$ cat src/rtl/fifo_tx_drain_pkg.sv
// fifo_drain_pkg
// Shared definitions for the FIFO-to-UART drain controller: the FSM state
// encoding and its width.
// No ports (package only).

package fifo_drain_pkg;

  localparam int STATE_W = 3;

  typedef enum logic [STATE_W-1:0] {
    IDLE      = 3'd0,
    POP       = 3'd1,
    VALID     = 3'd2,
    WAIT_BUSY = 3'd3,
    WAIT_DONE = 3'd4
  } drain_state_e;

endpackage

$ cat src/rtl/fifo_tx_drain_if.sv
// fifo_tx_drain_if
// Bundles the FIFO read-side and UART TX handshake signals between the drain
// controller and its surroundings.
// Signals:
//   fifo_empty     FIFO r_empty
//   fifo_rd_data   FIFO r_data (combinational at current read address)
//   fifo_rd_inc    FIFO rinc, one cycle per popped word
//   tx_busy        UART TX busy
//   tx_p_data      word presented to the UART transmitter
//   tx_data_valid  one-cycle pulse qualifying tx_p_data
// Modports:
//   master  the drain controller
//   slave   FIFO + UART environment

interface fifo_tx_drain_if #(
  parameter int DATA_WIDTH = 8
);

  logic                  fifo_empty;
  logic [DATA_WIDTH-1:0] fifo_rd_data;
  logic                  fifo_rd_inc;
  logic                  tx_busy;
  logic [DATA_WIDTH-1:0] tx_p_data;
  logic                  tx_data_valid;

  modport master (
    input  fifo_empty,
    input  fifo_rd_data,
    input  tx_busy,
    output fifo_rd_inc,
    output tx_p_data,
    output tx_data_valid
  );

  modport slave (
    output fifo_empty,
    output fifo_rd_data,
    output tx_busy,
    input  fifo_rd_inc,
    input  tx_p_data,
    input  tx_data_valid
  );

endinterface

$ cat src/rtl/fifo_tx_drain.sv
// fifo_tx_drain
// Read-side consumer of the async FIFO in the UART clock domain. Pops one
// word at a time, presents it to the UART transmitter with a one-cycle valid
// pulse, and waits for tx_busy to rise and fall before the next pop. If busy
// never rises, valid is re-pulsed with the same word and timeout_err is set.
// Ports:
//   CLK          FIFO read-domain clock
//   RST          synchronous active-high reset
//   en           drain enable, only looked at in IDLE
//   dif          FIFO/UART handshake bundle (master side)
//   drain_busy   high whenever the FSM is not in IDLE
//   timeout_err  sticky busy-timeout flag, cleared only by RST
//   tx_count     words acknowledged by the UART, wraps
//                (only with FIFO_DRAIN_STATS_EN defined)
// Build option: define FIFO_DRAIN_STATS_EN to add the tx_count port/counter.
//
// state     | meaning
// ----------+-------------------------------------------------------------
// IDLE      | parked; pop when enabled and FIFO non-empty
// POP       | rinc high; word captured at the exiting edge
// VALID     | tx_data_valid high for one cycle; timeout counter cleared
// WAIT_BUSY | waiting for tx_busy to rise; times out into VALID
// WAIT_DONE | waiting for tx_busy to fall; then back to IDLE

module fifo_tx_drain
  import fifo_drain_pkg::*;
#(
  parameter int DATA_WIDTH   = 8,
  parameter int BUSY_TIMEOUT = 16
`ifdef FIFO_DRAIN_STATS_EN
  ,
  parameter int CNT_WIDTH    = 16
`endif
) (
  input  logic                 CLK,
  input  logic                 RST,
  input  logic                 en,
  fifo_tx_drain_if.master      dif,
  output logic                 drain_busy,
  output logic                 timeout_err
`ifdef FIFO_DRAIN_STATS_EN
  ,
  output logic [CNT_WIDTH-1:0] tx_count
`endif
);

  localparam int TO_W = (BUSY_TIMEOUT > 2) ? $clog2(BUSY_TIMEOUT) : 1;
  localparam logic [TO_W-1:0] TO_LAST = TO_W'(BUSY_TIMEOUT - 1);
  localparam logic [TO_W-1:0] TO_ONE  = TO_W'(1);

`ifdef FIFO_DRAIN_STATS_EN
  localparam logic [CNT_WIDTH-1:0] CNT_ONE = CNT_WIDTH'(1);
`endif

  drain_state_e    state;
  logic [TO_W-1:0] to_cnt;

  // Outputs are set on the transition into the state that owns them, so
  // they line up exactly with the state register.
  always_ff @(posedge CLK) begin
    if (RST) begin
      state             <= IDLE;
      to_cnt            <= '0;
      dif.fifo_rd_inc   <= 1'b0;
      dif.tx_p_data     <= '0;
      dif.tx_data_valid <= 1'b0;
      drain_busy        <= 1'b0;
      timeout_err       <= 1'b0;
`ifdef FIFO_DRAIN_STATS_EN
      tx_count          <= '0;
`endif
    end else begin
      case (state)
        IDLE: begin
          if (en && !dif.fifo_empty) begin
            state           <= POP;
            dif.fifo_rd_inc <= 1'b1;
            drain_busy      <= 1'b1;
          end
        end

        // fifo_empty is not rechecked: only our own pops can empty the FIFO.
        // rd_data still reflects the pre-increment address at this edge.
        POP: begin
          dif.tx_p_data     <= dif.fifo_rd_data;
          dif.fifo_rd_inc   <= 1'b0;
          dif.tx_data_valid <= 1'b1;
          state             <= VALID;
        end

        VALID: begin
          dif.tx_data_valid <= 1'b0;
          to_cnt            <= '0;
          state             <= WAIT_BUSY;
        end

        // busy already high on entry counts as the acknowledge.
        WAIT_BUSY: begin
          if (dif.tx_busy) begin
            state <= WAIT_DONE;
          end else if (to_cnt == TO_LAST) begin
            timeout_err       <= 1'b1;
            dif.tx_data_valid <= 1'b1;
            state             <= VALID;
          end else begin
            to_cnt <= to_cnt + TO_ONE;
          end
        end

        WAIT_DONE: begin
          if (!dif.tx_busy) begin
            state      <= IDLE;
            drain_busy <= 1'b0;
`ifdef FIFO_DRAIN_STATS_EN
            tx_count   <= tx_count + CNT_ONE;
`endif
          end
        end

        default: begin
          state             <= IDLE;
          dif.fifo_rd_inc   <= 1'b0;
          dif.tx_data_valid <= 1'b0;
          drain_busy        <= 1'b0;
        end
      endcase
    end
  end

endmodule

$ cat src/flat_wrapper.sv
// flat-port wrapper written by rule: the top's interface ports become plain ports
module fifo_tx_drain_flat import fifo_drain_pkg::*;
#(
  parameter int DATA_WIDTH   = 8,
  parameter int BUSY_TIMEOUT = 16

)
  (CLK, RST, en, drain_busy, timeout_err, dif_fifo_empty, dif_fifo_rd_data, dif_tx_busy, dif_fifo_rd_inc, dif_tx_p_data, dif_tx_data_valid);
  fifo_tx_drain_if #(.DATA_WIDTH(DATA_WIDTH)) dif_i ();
  input  logic CLK;
  input  logic RST;
  input  logic en;
  output logic drain_busy;
  output logic timeout_err;
  input wire logic [$bits(dif_i.fifo_empty)-1:0] dif_fifo_empty;
  input wire logic [$bits(dif_i.fifo_rd_data)-1:0] dif_fifo_rd_data;
  input wire logic [$bits(dif_i.tx_busy)-1:0] dif_tx_busy;
  output wire logic [$bits(dif_i.fifo_rd_inc)-1:0] dif_fifo_rd_inc;
  output wire logic [$bits(dif_i.tx_p_data)-1:0] dif_tx_p_data;
  output wire logic [$bits(dif_i.tx_data_valid)-1:0] dif_tx_data_valid;
  assign dif_i.fifo_empty = dif_fifo_empty;
  assign dif_i.fifo_rd_data = dif_fifo_rd_data;
  assign dif_i.tx_busy = dif_tx_busy;
  assign dif_fifo_rd_inc = dif_i.fifo_rd_inc;
  assign dif_tx_p_data = dif_i.tx_p_data;
  assign dif_tx_data_valid = dif_i.tx_data_valid;
  fifo_tx_drain #(.DATA_WIDTH(DATA_WIDTH), .BUSY_TIMEOUT(BUSY_TIMEOUT)) u_core (.CLK(CLK), .RST(RST), .en(en), .dif(dif_i), .drain_busy(drain_busy), .timeout_err(timeout_err));
endmodule
$ cat config.mk
export PLATFORM = sky130hd
export DESIGN_NAME = fifo_tx_drain_flat
export DESIGN_NICKNAME = d
export VERILOG_FILES = /design/src/rtl/fifo_tx_drain_pkg.sv /design/src/rtl/fifo_tx_drain_if.sv /design/src/rtl/fifo_tx_drain.sv /design/src/flat_wrapper.sv
export SDC_FILE = /design/constraint.sdc
export NUM_CORES = 1
export LEC_CHECK = 0
export CAP_MARGIN = 30
export CORE_MARGIN = 3
export CORE_UTILIZATION = 40
export CTS_CLUSTER_DIAMETER = 120
export CTS_CLUSTER_SIZE = 20
export DETAILED_ROUTE_END_ITERATION = 8
export PLACE_DENSITY = 0.66
export SETUP_SLACK_MARGIN = 0.3
export SYNTH_ARGS = -nofsm -noshare
export SYNTH_HDL_FRONTEND = slang
export SYNTH_SLANG_ARGS = --single-unit
$ cat constraint.sdc
create_clock -name CLK -period 3.4 [get_ports CLK]
set_input_delay 0.68 -clock CLK [delete_from_list [all_inputs] [get_ports CLK]]
set_output_delay 0.68 -clock CLK [all_outputs]
set_load 0.01 [all_outputs]
==> results of run 1 <==
-- cells by family (layout without fill, tap and decap cells) --
logic type / after synthesis / in the layout / share of synthesized area, %
AND/OR/NAND/NOR: 31 / 31 / 22.3
AO/OA/AOI/OAI: 20 / 20 / 16.1
flip-flops: 19 / 19 / 43.7
buffers and inverters: 12 / 34 / 7.33
multiplexers: 8 / 8 / 9.20
adder cells (fa/ha/maj): 1 / 1 / 1.44
-- layer usage --
layer	vias to the layer above	part of all wire [%]	global-route usage, %
li1	383	-	-
met1	324	52	19.4
met4	0	0.70	7.66
met2	12	42	20.2
met5	-	0	0
met3	2	5.2	3.13
-- final timing paths --
check / start / endpoint / slack, ps / cells past startpoint
setup reg to reg: u_core.to_cnt[0] / u_core.to_cnt[0] / 1840 / 4
hold reg to reg: u_core.drain_busy / u_core.drain_busy / 480 / 2
setup / recovery: u_core.dif.fifo_rd_inc / dif_fifo_rd_inc / 1520 / 1
hold / removal: u_core.drain_busy / u_core.drain_busy / 480 / 2
-- state kept, by name, indices dropped and copies added, names as in the netlist --
signal                    cells
u_core.drain_busy             1
u_core.dif.fifo_rd_inc        1
u_core.dif.tx_data_valid      1
u_core.timeout_err            1
u_core.state                  3
u_core.to_cnt                 4
u_core.dif.tx_p_data          8
-- area by class of cell --
type                            instances  share of cell area [%]
Timing Repair Buffer                   25                    21.8
Clock buffer                            3                    1.98
Multi-Input combinational cell         60                    37.6
Clock inverter                          1                   0.441
Sequential cell                        19                    33.5
Inverter                                5                    1.65
Tap cell                               27                    2.98
-- cell usage after synthesis, types with 2 or more instances --
cell,number,share of area [%]
sky130_fd_sc_hd__dfxtp_1,19,44
sky130_fd_sc_hd__nor2_1,10,4.3
sky130_fd_sc_hd__mux2i_1,8,9.2
sky130_fd_sc_hd__a21oi_1,5,2.9
sky130_fd_sc_hd__inv_1,5,2.2
sky130_fd_sc_hd__nor3b_1,4,3.4
sky130_fd_sc_hd__a2111oi_0,3,3.0
sky130_fd_sc_hd__buf_2,3,1.7
sky130_fd_sc_hd__buf_6,2,2.6
sky130_fd_sc_hd__clkbuf_1,2,0.86
sky130_fd_sc_hd__nand2_1,2,0.86
sky130_fd_sc_hd__nand3_1,2,1.1
sky130_fd_sc_hd__nand4b_1,2,2.0
sky130_fd_sc_hd__o31ai_1,2,1.7
sky130_fd_sc_hd__o32ai_1,2,2.0
sky130_fd_sc_hd__or3_1,2,1.4
sky130_fd_sc_hd__or4_1,2,1.7
-- power groups by stage --
| stage | logic (mW) | clock network (mW) | registers (mW) |
|---|---|---|---|
| 6_report | 0.0853 | 0.112 | 0.249 |
| 5_1_grt | 0.0949 | 0.122 | 0.251 |
| 4_1_cts | 0.0862 | 0.117 | 0.249 |
| 3_5_place_dp | 0.0860 | 0 | 0.254 |
| 3_3_place_gp | 0.0854 | 0 | 0.254 |
| 2_1_floorplan | 0.0496 | 0 | 0.251 |
==> results.md, run 1 <==
| Step | Parameter | This run |
|---|---|---|
| run status | Outcome | finished, final reports clean |
| worst hold path | Hold crit path type | flip-flop to flip-flop |
| worst setup path | Worst endpoint required time | 2720 ps |
| clock tree | H-Tree Depth | 1 |
| drt | Total length of routed wires | 1700 um |
| yosys | Sequential element share of the synthesized area | 43.7% |
| yosys | Synthesized Nets | 105 |
| die | Floorplan Core Area | 2000 um2 |
| drt | Iteration count of the initial detailed-routing pass | 4 |
| worst setup path | Element type at the critical path start | flip-flop |
| worst setup path | Critical-path maximum fanout | 3 |
| timing | Shortest period the worst path allows | 1880 ps |
| final layout | Nets | 128 |
| yosys | Post-synthesis instance area | 871 um2 |
| final layout | Final std cell area, no fill | 1130 um2 |
| grt | Pin count of the biggest net entering global routing | 22 |
| timing | Max-slew headroom at the worst pin | 51.7% |
| placed design | Final RePlAce weighted congestion | 0.737 |
| yosys | Count of unique library cells instantiated by Yosys | 33 |
| yosys | Yosys reg bits | 19 |
| final layout | Register area | 380 um2 |
| placed design | Post-placement setup slack | 1220 ps |
| final layout | Most common library cell in the layout ignoring fill and taps | sky130_fd_sc_hd__clkdlybuf4s50_1 |
| clock tree | Number of clock buffers inserted by TritonCTS | 3 |
| timing | Fmax achieved | 533 MHz |
| yosys | Syn Area/Cell | 9.57 um2 |
| yosys | Post-synthesis cell count | 91 |
| worst setup path | Endpoint arrival time on the critical path | 1200 ps |
| drt | Post-route antenna net violation count | 0 |
| grt | Initial antenna violation count | 0 |
| worst setup path | Number of buffers and inverters on the critical path | 1 |
| timing | Final period utilization | 55.2% |
| die | Initial Utilization | 43.5% |
| yosys | Number of synthesized flops with an enable pin | 0 |
| pwr | Internal power contribution | 0.329 mW |
| pwr | Lkg Pwr | 0.384 nW |
| timing | Final setup fails | 0 |
| clock tree | CTS root buffer | sky130_fd_sc_hd__clkbuf_4 |
| yosys | Fraction of registers with async set or reset after synthesis | 0% |
| drt | Via-per-instance ratio | 5.15 |
| placed design | Total placed cells including tap cells | 136 |
| worst setup path | List of cells traversed by the critical path | clkdlybuf4s50_1 |
| drt | Routed wire length per instance | 12.2 um |
| final layout | Layout cells sized above 1 | 5.31% |
| placed design | Port Buffers | 24 |
| timing | Post-route worst setup slack | 1520 ps |
| worst setup path | Gate family responsible for the most delay along the worst path | buffers and inverters |
| final layout | Commonest cells after routing, fill and taps aside | sky130_fd_sc_hd__clkdlybuf4s50_1, sky130_fd_sc_hd__dfxtp_1, sky130_fd_sc_hd__nor2_1, sky130_fd_sc_hd__mux2i_1 |
| pwr | Switch Pwr | 0.117 mW |
| pwr | Total power per unit cell area | 393 nW/um2 |
| yosys | Top flip-flop cell by instance count after synthesis | sky130_fd_sc_hd__dfxtp_1 |
| pwr | Sw Ratio | 26.3% |
| die | I/O pin total | 25 |
| placed design | HPWL reported at the end of detailed placement | 1210 um |
| job | Number of maximum-capacitance constraint violations | 0 |
| pwr | Sum of internal, switching and leakage power | 0.446 mW |
| clock tree | Gates resized, CTS repair | 0 |
| die | Floorplan die height | 52.7 um |
| clock tree | Clock Sinks | 19 |
| clock tree | Buffers from clock root to sink, at most | 2 |
| worst setup path | Slowest library cell on the worst path | sky130_fd_sc_hd__clkdlybuf4s50_1 |
| drt | Initial detailed-routing violation count | 8 |
| die | Die Footprint | 2770 um2 |
| worst setup path | Critical path class | flip-flop to primary output |
| final layout | Final antenna diode count | 0 |
| drt | Total via count in the routed design | 721 |
| timing | Final number of max-transition violations | 0 |
| drt | DRC violation count after routing | 0 |
| timing | Final hold violation count | 0 |
| grt | Global-route wire length before repair | 2950 um |
| clock tree | # Post-CTS Setup Buffers | 0 |
| grt | Number of global-route vias before repair | 666 |
| clock tree | Register clock-pin slew on the reported worst setup and hold paths | 110 ps |
| clock tree | TritonCTS clock tree | yes |
| timing | Max Clock Skew | 6.52 ps |
| pwr | Fraction of power consumed by the clock network | 25.1% |
| clock tree | Source-to-sink clock delay at the later pin of the worst-skew pair | 290 ps |
| worst setup path | Highest cell delay on the worst timing path | 540 ps |
| worst setup path | Crit end category | primary output |
| pwr | Maximum resistive drop on vdd | 269 uV |
| clock tree | Hold Buf Count CTS | 0 |
| final layout | Synth-to-Final Area Change | 30.3% |
| final layout | Fill count | 187 |
| timing | Worst Max-Slew Pin Slew | 722 ps |
| grt | Total routing resource utilization after global routing | 14.2% |
| pwr | Combinational power share | 19.1% |
| final layout | Final core occ | 56.7% |
| timing | Hold Worst Slack | 481 ps |
| final layout | Final standard cell count with taps included and fillers excluded | 140 |
| grt | Grt ovf | 0 |
| die | Chip Width | 52.7 um |
| final layout | Area used by multi-input combinational logic | 427 um2 |
| placed design | Placed Instance Area | 1110 um2 |
| die | Std cell rows | 16 |
| pwr | Sequential fraction of design power | 55.8% |
| yosys | Count of synthesis-stage warnings from yosys | 0 |
| timing | Unrepaired setup endpoints after global routing | no |
| timing | Sum of negative setup slack | 0 ps |
Power figures use the tool's default switching activity.
==> run 2: changes to the inputs <==
Settings changed: PLACE_DENSITY 0.66 to 0.69.
Clock period 3.4 ns to 1.6 ns, I/O delays scaled along.
==> run 2 against run 1 <==
Critical path depth increased by 3. First-iteration DRC count up 38%. Power grew 120%. Design area up 11%. Sequential cell count stayed put. Clock power is 110% higher. Count of clock-buffer cells in the layout up 1. Combinational power rose by 140%. Sequential share of layout area down 2.7 points. Largest cell class unchanged. Non-clock buffer count up 10. Register-to-register slack lost 1600 ps. Final cell count rose by 7.1%.
==> results.md, run 2 (synthesis gave the netlist of run 1 again) <==
| Step | Parameter | This run | vs previous |
|---|---|---|---|
| run status | Outcome | finished, final reports clean | unchanged |
| drt | Total length of routed wires | 1870 um | was 1700 um |
| timing | Unrepaired setup endpoints after global routing | yes | was no |
| final layout | Fill count | 173 | was 187 |
| pwr | Sw Ratio | 25.8% | was 26.3% |
| worst setup path | Highest cell delay on the worst timing path | 470 ps | was 540 ps |
| grt | Number of global-route vias before repair | 723 | was 666 |
| die | Chip Width | 52.7 um | unchanged |
| die | Floorplan die height | 52.7 um | unchanged |
| worst setup path | Gate family responsible for the most delay along the worst path | compound AO/OA/AOI/OAI gates | was buffers and inverters |
| placed design | Port Buffers | 24 | unchanged |
| worst setup path | Worst endpoint required time | 1780 ps | was 2720 ps |
| clock tree | Number of clock buffers inserted by TritonCTS | 3 | unchanged |
| timing | Post-route worst setup slack | 203 ps | was 1520 ps |
| drt | DRC violation count after routing | 0 | unchanged |
| worst setup path | Number of cell instances on the worst register-to-register path | 4 | unchanged |
| job | Number of maximum-capacitance constraint violations | 0 | unchanged |
| placed design | HPWL reported at the end of detailed placement | 1300 um | was 1210 um |
| drt | Top layer used by detailed routing | met4 | unchanged |
| timing | Final setup fails | 0 | unchanged |
| clock tree | Clock Sinks | 19 | unchanged |
| drt | Post-route antenna net violation count | 0 | unchanged |
| placed design | Total placed cells including tap cells | 140 | was 136 |
| die | Die Footprint | 2770 um2 | unchanged |
| drt | DR WL met3 | 106 um | was 89 um |
| clock tree | Source-to-sink clock delay at the later pin of the worst-skew pair | 290 ps | about the same |
| placed design | Post-placement setup slack | -84.4 ps | was 1220 ps |
| die | Std cell rows | 16 | unchanged |
| pwr | Total power per unit cell area | 765 nW/um2 | was 393 nW/um2 |
| worst setup path | Critical-path maximum fanout | 6 | was 3 |
| worst hold path | Hold depth | 2 | unchanged |
| final layout | Final core occ | 63.0% | was 56.7% |
| final layout | Register with the most flip-flops | u_core.dif.tx_p_data | unchanged |
| pwr | Fraction of power consumed by the clock network | 24.1% | was 25.1% |
| clock tree | Hold Buf Count CTS | 0 | unchanged |
| worst hold path | Hold crit path type | flip-flop to flip-flop | unchanged |
| timing | Max Clock Skew | 9.31 ps | was 6.52 ps |
| clock tree | CTS root buffer | sky130_fd_sc_hd__clkbuf_4 | unchanged |
| pwr | Internal power contribution | 0.716 mW | was 0.329 mW |
| timing | Final hold violation count | 0 | unchanged |
| worst setup path | Slowest library cell on the worst path | sky130_fd_sc_hd__a2111oi_1 | was sky130_fd_sc_hd__clkdlybuf4s50_1 |
| final layout | Final std cell area, no fill | 1260 um2 | was 1130 um2 |
| final layout | Layout cells sized above 1 | 22.8% | was 5.31% |
| final layout | Most common library cell in the layout ignoring fill and taps | sky130_fd_sc_hd__dfxtp_1 | was sky130_fd_sc_hd__clkdlybuf4s50_1 |
| grt | Grt ovf | 0 | unchanged |
| final layout | Commonest cells after routing, fill and taps aside | sky130_fd_sc_hd__dfxtp_1, sky130_fd_sc_hd__dlygate4sd2_1, sky130_fd_sc_hd__clkdlybuf4s50_1, sky130_fd_sc_hd__nor2_1, sky130_fd_sc_hd__buf_4 | was sky130_fd_sc_hd__clkdlybuf4s50_1, sky130_fd_sc_hd__dfxtp_1, sky130_fd_sc_hd__nor2_1, sky130_fd_sc_hd__mux2i_1 |
| worst setup path | Endpoint arrival time on the critical path | 1570 ps | was 1200 ps |
| final layout | Max reg flops | 8 | unchanged |
| final layout | Leading registers by flop count | u_core.dif.tx_p_data (8), u_core.to_cnt (4), u_core.state (3) | unchanged |
| timing | Fmax achieved | 716 MHz |  |
| worst setup path | Crit. Startpoint | u_core.to_cnt[0] | was u_core.dif.fifo_rd_inc |
| pwr | Switch Pwr | 0.249 mW | was 0.117 mW |
| pwr | Maximum resistive drop on vdd | 694 uV | was 269 uV |
| placed design | Final RePlAce weighted congestion | 0.754 | was 0.737 |
| timing | Worst Max-Slew Pin Slew | 453 ps | was 722 ps |
| worst setup path | List of cells traversed by the critical path | ha_4, and4_4, a2111oi_1, o32ai_1 | was clkdlybuf4s50_1 |
| worst hold path | Worst Hold Endpoint | u_core.dif.fifo_rd_inc | was u_core.drain_busy |
| worst hold path | Beginning of the worst hold path | u_core.dif.fifo_rd_inc | was u_core.drain_busy |
| drt | Met1 wire length | 886 um | was 879 um |
| pwr | Combinational power share | 21.0% | was 19.1% |
| grt | Total routing resource utilization after global routing | 15.5% | was 14.2% |
| timing | Hold Worst Slack | 478 ps | was 481 ps |
| placed design | Placed Instance Area | 1150 um2 | was 1110 um2 |
| drt | Routed wire length per instance | 12.5 um | was 12.2 um |
| drt | Total via count in the routed design | 779 | was 721 |
| timing | Final period utilization | 87.3% |  |
| clock tree | TritonCTS clock tree | yes | unchanged |
| final layout | Final standard cell count with taps included and fillers excluded | 150 | was 140 |
| clock tree | H-Tree Depth | 1 | unchanged |
| clock tree | Register clock-pin slew on the reported worst setup and hold paths | 110 ps | about the same |
| grt | Initial antenna violation count | 0 | unchanged |
| drt | Iteration count of the initial detailed-routing pass | 4 | unchanged |
| pwr | Lkg Pwr | 0.500 nW | was 0.384 nW |
| timing | Max-slew headroom at the worst pin | 69.7% | was 51.7% |
| drt | Initial detailed-routing violation count | 11 | was 8 |
| grt | Pin count of the biggest net entering global routing | 22 | unchanged |
| worst setup path | Reg-to-reg startpoint | u_core.to_cnt[0] | unchanged |
| worst setup path | Internal reg-to-reg setup slack | 200 ps | was 1840 ps |
| timing | Final number of max-transition violations | 0 | unchanged |
| worst setup path | Crit end category | flip-flop | was primary output |
| drt | Met2 wire length | 868 um | was 723 um |
| timing | Shortest period the worst path allows | 1400 ps |  |
| worst setup path | RR Endpoint | u_core.to_cnt[3] | was u_core.to_cnt[0] |
| worst setup path | Element type at the critical path start | flip-flop | unchanged |
| clock tree | Buffers from clock root to sink, at most | 2 | unchanged |
| final layout | Synth-to-Final Area Change | 44.8% | was 30.3% |
| die | I/O pin total | 25 | unchanged |
| final layout | Final antenna diode count | 0 | unchanged |
| grt | Global-route wire length before repair | 3180 um | was 2950 um |
| final layout | Nets | 138 | was 128 |
| worst setup path | Critical path class | flip-flop to flip-flop | was flip-flop to primary output |
| die | Floorplan Core Area | 2000 um2 | unchanged |
| worst setup path | Number of buffers and inverters on the critical path | 0 | was 1 |
| die | Initial Utilization | 43.5% | unchanged |
| drt | Via-per-instance ratio | 5.19 | was 5.15 |
| pwr | Sequential fraction of design power | 54.9% | was 55.8% |
[run 2: cell types whose count changed in the layout (fill, tap and decap cells not counted), sizes merged]
cell | before | now
buf | 1 | 11
clkdlybuf4s15 | 0 | 1
clkdlybuf4s50 | 24 | 11
clkinv | 1 | 0
clkbuf | 3 | 4
dlygate4sd2 | 0 | 12
[run 2: area by class of cell]
type | instances | area, um2 | area share, %
multi-input cells | 60 | 469 | 37.2
flip-flops and latches | 19 | 389 | 30.9
repair buffers | 35 | 324 | 25.7
well taps | 27 | 33.8 | 2.68
clock buffers | 4 | 26.3 | 2.08
inverters | 5 | 18.8 | 1.49
[run 2: tightest hold or removal path, stage by stage, from the launching register on]
cell and delay (ps):
sky130_fd_sc_hd__dfxtp_1 330, sky130_fd_sc_hd__nand2_1 50, sky130_fd_sc_hd__a21oi_1 50
[run 2: how the worst max path moves through the flow]
stage | endpoint | cells after the start | slack, ps
6_report | u_core.to_cnt[3] | 4 | 200
5_1_grt | u_core.to_cnt[3] | 4 | 160
4_1_cts | u_core.to_cnt[1] | 4 | 260
3_5_place_dp | u_core.to_cnt[1] | 4 | -80
3_3_place_gp | u_core.to_cnt[1] | 4 | -50
2_1_floorplan | u_core.to_cnt[0] | 4 | 320
[run 2: timing repair]
action	in CTS	in global routing
cloned	0	0
pin swaps	2	0
resized for setup	22	9
hold endpoints to repair	0	0
setup buffers	2	4
endpoints found under the setup margin	26	15
[run 2: power groups by stage]
| stage | clock network, mW | logic [mW] | registers [mW] |
|---|---|---|---|
| detailed placement | 0 | 0.196 | 0.541 |
| floorplan | 0 | 0.105 | 0.535 |
| global placement | 0 | 0.194 | 0.540 |
| finish | 0.232 | 0.203 | 0.529 |
| global route | 0.264 | 0.227 | 0.534 |
| CTS | 0.244 | 0.183 | 0.530 |
[run 2: layer usage]
layer / global-route usage [%] / vias up
met1: 19.5 / 356
met2: 23.6 / 20
met3: 5.41 / 2
met4: 6.81 / 0
met5: 0 / -
li1: - / 401
[run 2: metrics by stage]
step	setup TNS [ps]	total power, mW
global placement	-98.8	0.734
CTS	0	0.958
global route	0	1.03
floorplan	0	0.640
finish	0	0.965
detailed placement	-206	0.737
==> run 3: changes to the inputs <==
Settings changed: CORE_MARGIN 3 to 2.
==> run 3 against run 2 <==
Die area shrank 7.5%. Largest cell class unchanged. Register-to-register slack gained 50 ps. Critical path type unchanged. Power grew 1.4%. Highest routed layer unchanged. First-iteration DRC count shrank 45%. Wire length grew 4.5%.
==> results.md, run 3 (synthesis gave the netlist of run 1 again) <==
| Step | Parameter | This run | vs previous |
|---|---|---|---|
| grt | Initial antenna violation count | 0 | unchanged |
| pwr | Sum of internal, switching and leakage power | 0.978 mW | was 0.965 mW |
| worst setup path | Crit end category | flip-flop | unchanged |
| timing | Unrepaired setup endpoints after global routing | yes | unchanged |
| placed design | HPWL reported at the end of detailed placement | 1300 um | about the same |
| clock tree | Clock Sinks | 19 | unchanged |
| final layout | Final antenna diode count | 0 | unchanged |
| pwr | Lkg Pwr | 0.497 nW | was 0.500 nW |
| timing | Shortest period the worst path allows | 1350 ps | was 1400 ps |
| final layout | Most common library cell in the layout ignoring fill and taps | sky130_fd_sc_hd__dfxtp_1 | unchanged |
| placed design | Port Buffers | 24 | unchanged |
| clock tree | Register clock-pin slew on the reported worst setup and hold paths | 110 ps | about the same |
| pwr | Maximum resistive drop on vdd | 596 uV | was 694 uV |
| die | Floorplan Core Area | 2000 um2 | unchanged |
| clock tree | Source-to-sink clock delay at the later pin of the worst-skew pair | 300 ps | was 290 ps |
| clock tree | H-Tree Depth | 1 | unchanged |
| worst setup path | Worst endpoint required time | 1830 ps | was 1780 ps |
| grt | Number of global-route vias before repair | 791 | was 723 |
| drt | Total via count in the routed design | 799 | was 779 |
| drt | Iteration count of the initial detailed-routing pass | 3 | was 4 |
| final layout | Leading registers by flop count | u_core.dif.tx_p_data (8), u_core.to_cnt (4), u_core.state (3) | unchanged |
| die | Std cell rows | 16 | unchanged |
| timing | Final hold violation count | 0 | unchanged |
| final layout | Commonest cells after routing, fill and taps aside | sky130_fd_sc_hd__dfxtp_1, sky130_fd_sc_hd__clkdlybuf4s50_1, sky130_fd_sc_hd__buf_4, sky130_fd_sc_hd__nor2_1, sky130_fd_sc_hd__dlygate4sd2_1 | was sky130_fd_sc_hd__dfxtp_1, sky130_fd_sc_hd__dlygate4sd2_1, sky130_fd_sc_hd__clkdlybuf4s50_1, sky130_fd_sc_hd__nor2_1, sky130_fd_sc_hd__buf_4 |
| clock tree | Buffers from clock root to sink, at most | 2 | unchanged |
| job | Number of maximum-capacitance constraint violations | 0 | unchanged |
| timing | Max Clock Skew | 2.72 ps | was 9.31 ps |
| clock tree | Number of clock buffers inserted by TritonCTS | 3 | unchanged |
| drt | Initial detailed-routing violation count | 6 | was 11 |
| placed design | Final RePlAce weighted congestion | 0.787 | was 0.754 |
| worst setup path | Critical-path maximum fanout | 5 | was 6 |
| timing | Final period utilization | 84.1% | was 87.3% |
| timing | Fmax achieved | 743 MHz | was 716 MHz |
| drt | DRC violation count after routing | 0 | unchanged |
| final layout | Register with the most flip-flops | u_core.dif.tx_p_data | unchanged |
| final layout | Area used by multi-input combinational logic | 464 um2 | was 469 um2 |
| drt | Post-route antenna net violation count | 0 | unchanged |
| timing | Max-slew headroom at the worst pin | 75.4% | was 69.7% |
| grt | Grt ovf | 0 | unchanged |
| worst setup path | Element type at the critical path start | flip-flop | unchanged |
| drt | Routed wire length per instance | 13.0 um | was 12.5 um |
| clock tree | CTS root buffer | sky130_fd_sc_hd__clkbuf_4 | unchanged |
| worst setup path | Critical path class | flip-flop to flip-flop | unchanged |
| drt | Via-per-instance ratio | 5.29 | was 5.19 |
| worst setup path | Endpoint arrival time on the critical path | 1580 ps | was 1570 ps |
| die | Initial Utilization | 43.5% | unchanged |
| die | I/O pin total | 25 | unchanged |
| timing | Hold Worst Slack | 472 ps | was 478 ps |
| clock tree | TritonCTS clock tree | yes | unchanged |
| die | Die Footprint | 2570 um2 | was 2770 um2 |
| final layout | Nets | 139 | was 138 |
| timing | Final setup fails | 0 | unchanged |
| grt | Pin count of the biggest net entering global routing | 16 | was 22 |
| clock tree | Hold Buf Count CTS | 0 | unchanged |
| final layout | Layout cells sized above 1 | 23.4% | was 22.8% |
| run status | Outcome | finished, final reports clean | unchanged |
| final layout | Fill count | 169 | was 173 |
| pwr | Total power per unit cell area | 774 nW/um2 | was 765 nW/um2 |
| final layout | Register area | 389 um2 | unchanged |
| grt | Total routing resource utilization after global routing | 16.7% | was 15.5% |
| final layout | Synth-to-Final Area Change | 45.1% | was 44.8% |
| final layout | Max reg flops | 8 | unchanged |
| die | Floorplan die height | 50.7 um | was 52.7 um |
| timing | Final number of max-transition violations | 0 | unchanged |
| grt | Global-route wire length before repair | 3330 um | was 3180 um |
| worst hold path | Hold crit path type | flip-flop to flip-flop | unchanged |
| timing | Worst Max-Slew Pin Slew | 360 ps | was 453 ps |
| die | Chip Width | 50.7 um | was 52.7 um |
| drt | Total length of routed wires | 1960 um | was 1870 um |
-- run 3: cell types whose count changed in the layout (fill, tap and decap cells not counted), sizes merged --
cell | previous run | this run
buf | 11 | 12
clkbuf | 4 | 3
clkdlybuf4s15 | 1 | 2
clkdlybuf4s50 | 11 | 12
clkinv | 0 | 1
dlygate4sd2 | 12 | 10
-- run 3: stage by stage --
stage               TNS (ps)  cells  util (%)  setup WS [ps]  area [um2]
global route               0    151      63.1            225        1260
floorplan                  0     91         -            318         876
finish                     0    151      63.1            254        1260
detailed placement      -144    140      57.7          -86.9        1150
global placement       -40.7    140      57.7          -20.4        1150
CTS                        0    148      61.1            252        1220
-- run 3: critical path, stage by stage, from the launching register on --
cell and delay, ps:
sky130_fd_sc_hd__dfxtp_2 360, sky130_fd_sc_hd__ha_4 160, sky130_fd_sc_hd__and4_4 160, sky130_fd_sc_hd__or4_4 480
sky130_fd_sc_hd__a21oi_2 130
-- run 3: path summary, 6_finish.rpt --
check,from,endpoint,slack [ps],cells past startpoint
worst max-delay path,u_core.to_cnt[0],u_core.to_cnt[1],250,4
worst min-delay path,u_core.dif.fifo_rd_inc,u_core.dif.fifo_rd_inc,470,2
worst max register to register,u_core.to_cnt[0],u_core.to_cnt[1],250,4
worst min register to register,u_core.dif.fifo_rd_inc,u_core.dif.fifo_rd_inc,470,2
-- run 3: final cells by class --
class | instances | area share (%)
flip-flops and latches | 19 | 30.8
repair buffers | 36 | 26.1
well taps | 27 | 2.67
clock buffers | 3 | 1.78
clock inverters | 1 | 0.396
multi-input cells | 60 | 36.7
inverters | 5 | 1.49
-- run 3: power breakdown --
| part | switching, mW | internal, mW |
|---|---|---|
| Combinational | 0.0872 | 0.116 |
| Clock | 0.154 | 0.0931 |
| Sequential | 0.0272 | 0.501 |
-- run 3: routing by layer --
layer	up-vias	GRT usage (%)	routed length, um
li1	403	-	-
met1	378	20.1	909
met2	14	28.7	952
met3	4	0.893	57
met4	0	10.8	36
met5	-	0	0
-- run 3: repair_timing --
action / in CTS / in global routing
endpoints found under the setup margin: 25 / 14
buffers inserted: 4 / 3
pin swaps: 4 / 2
gates resized for setup: 21 / 7
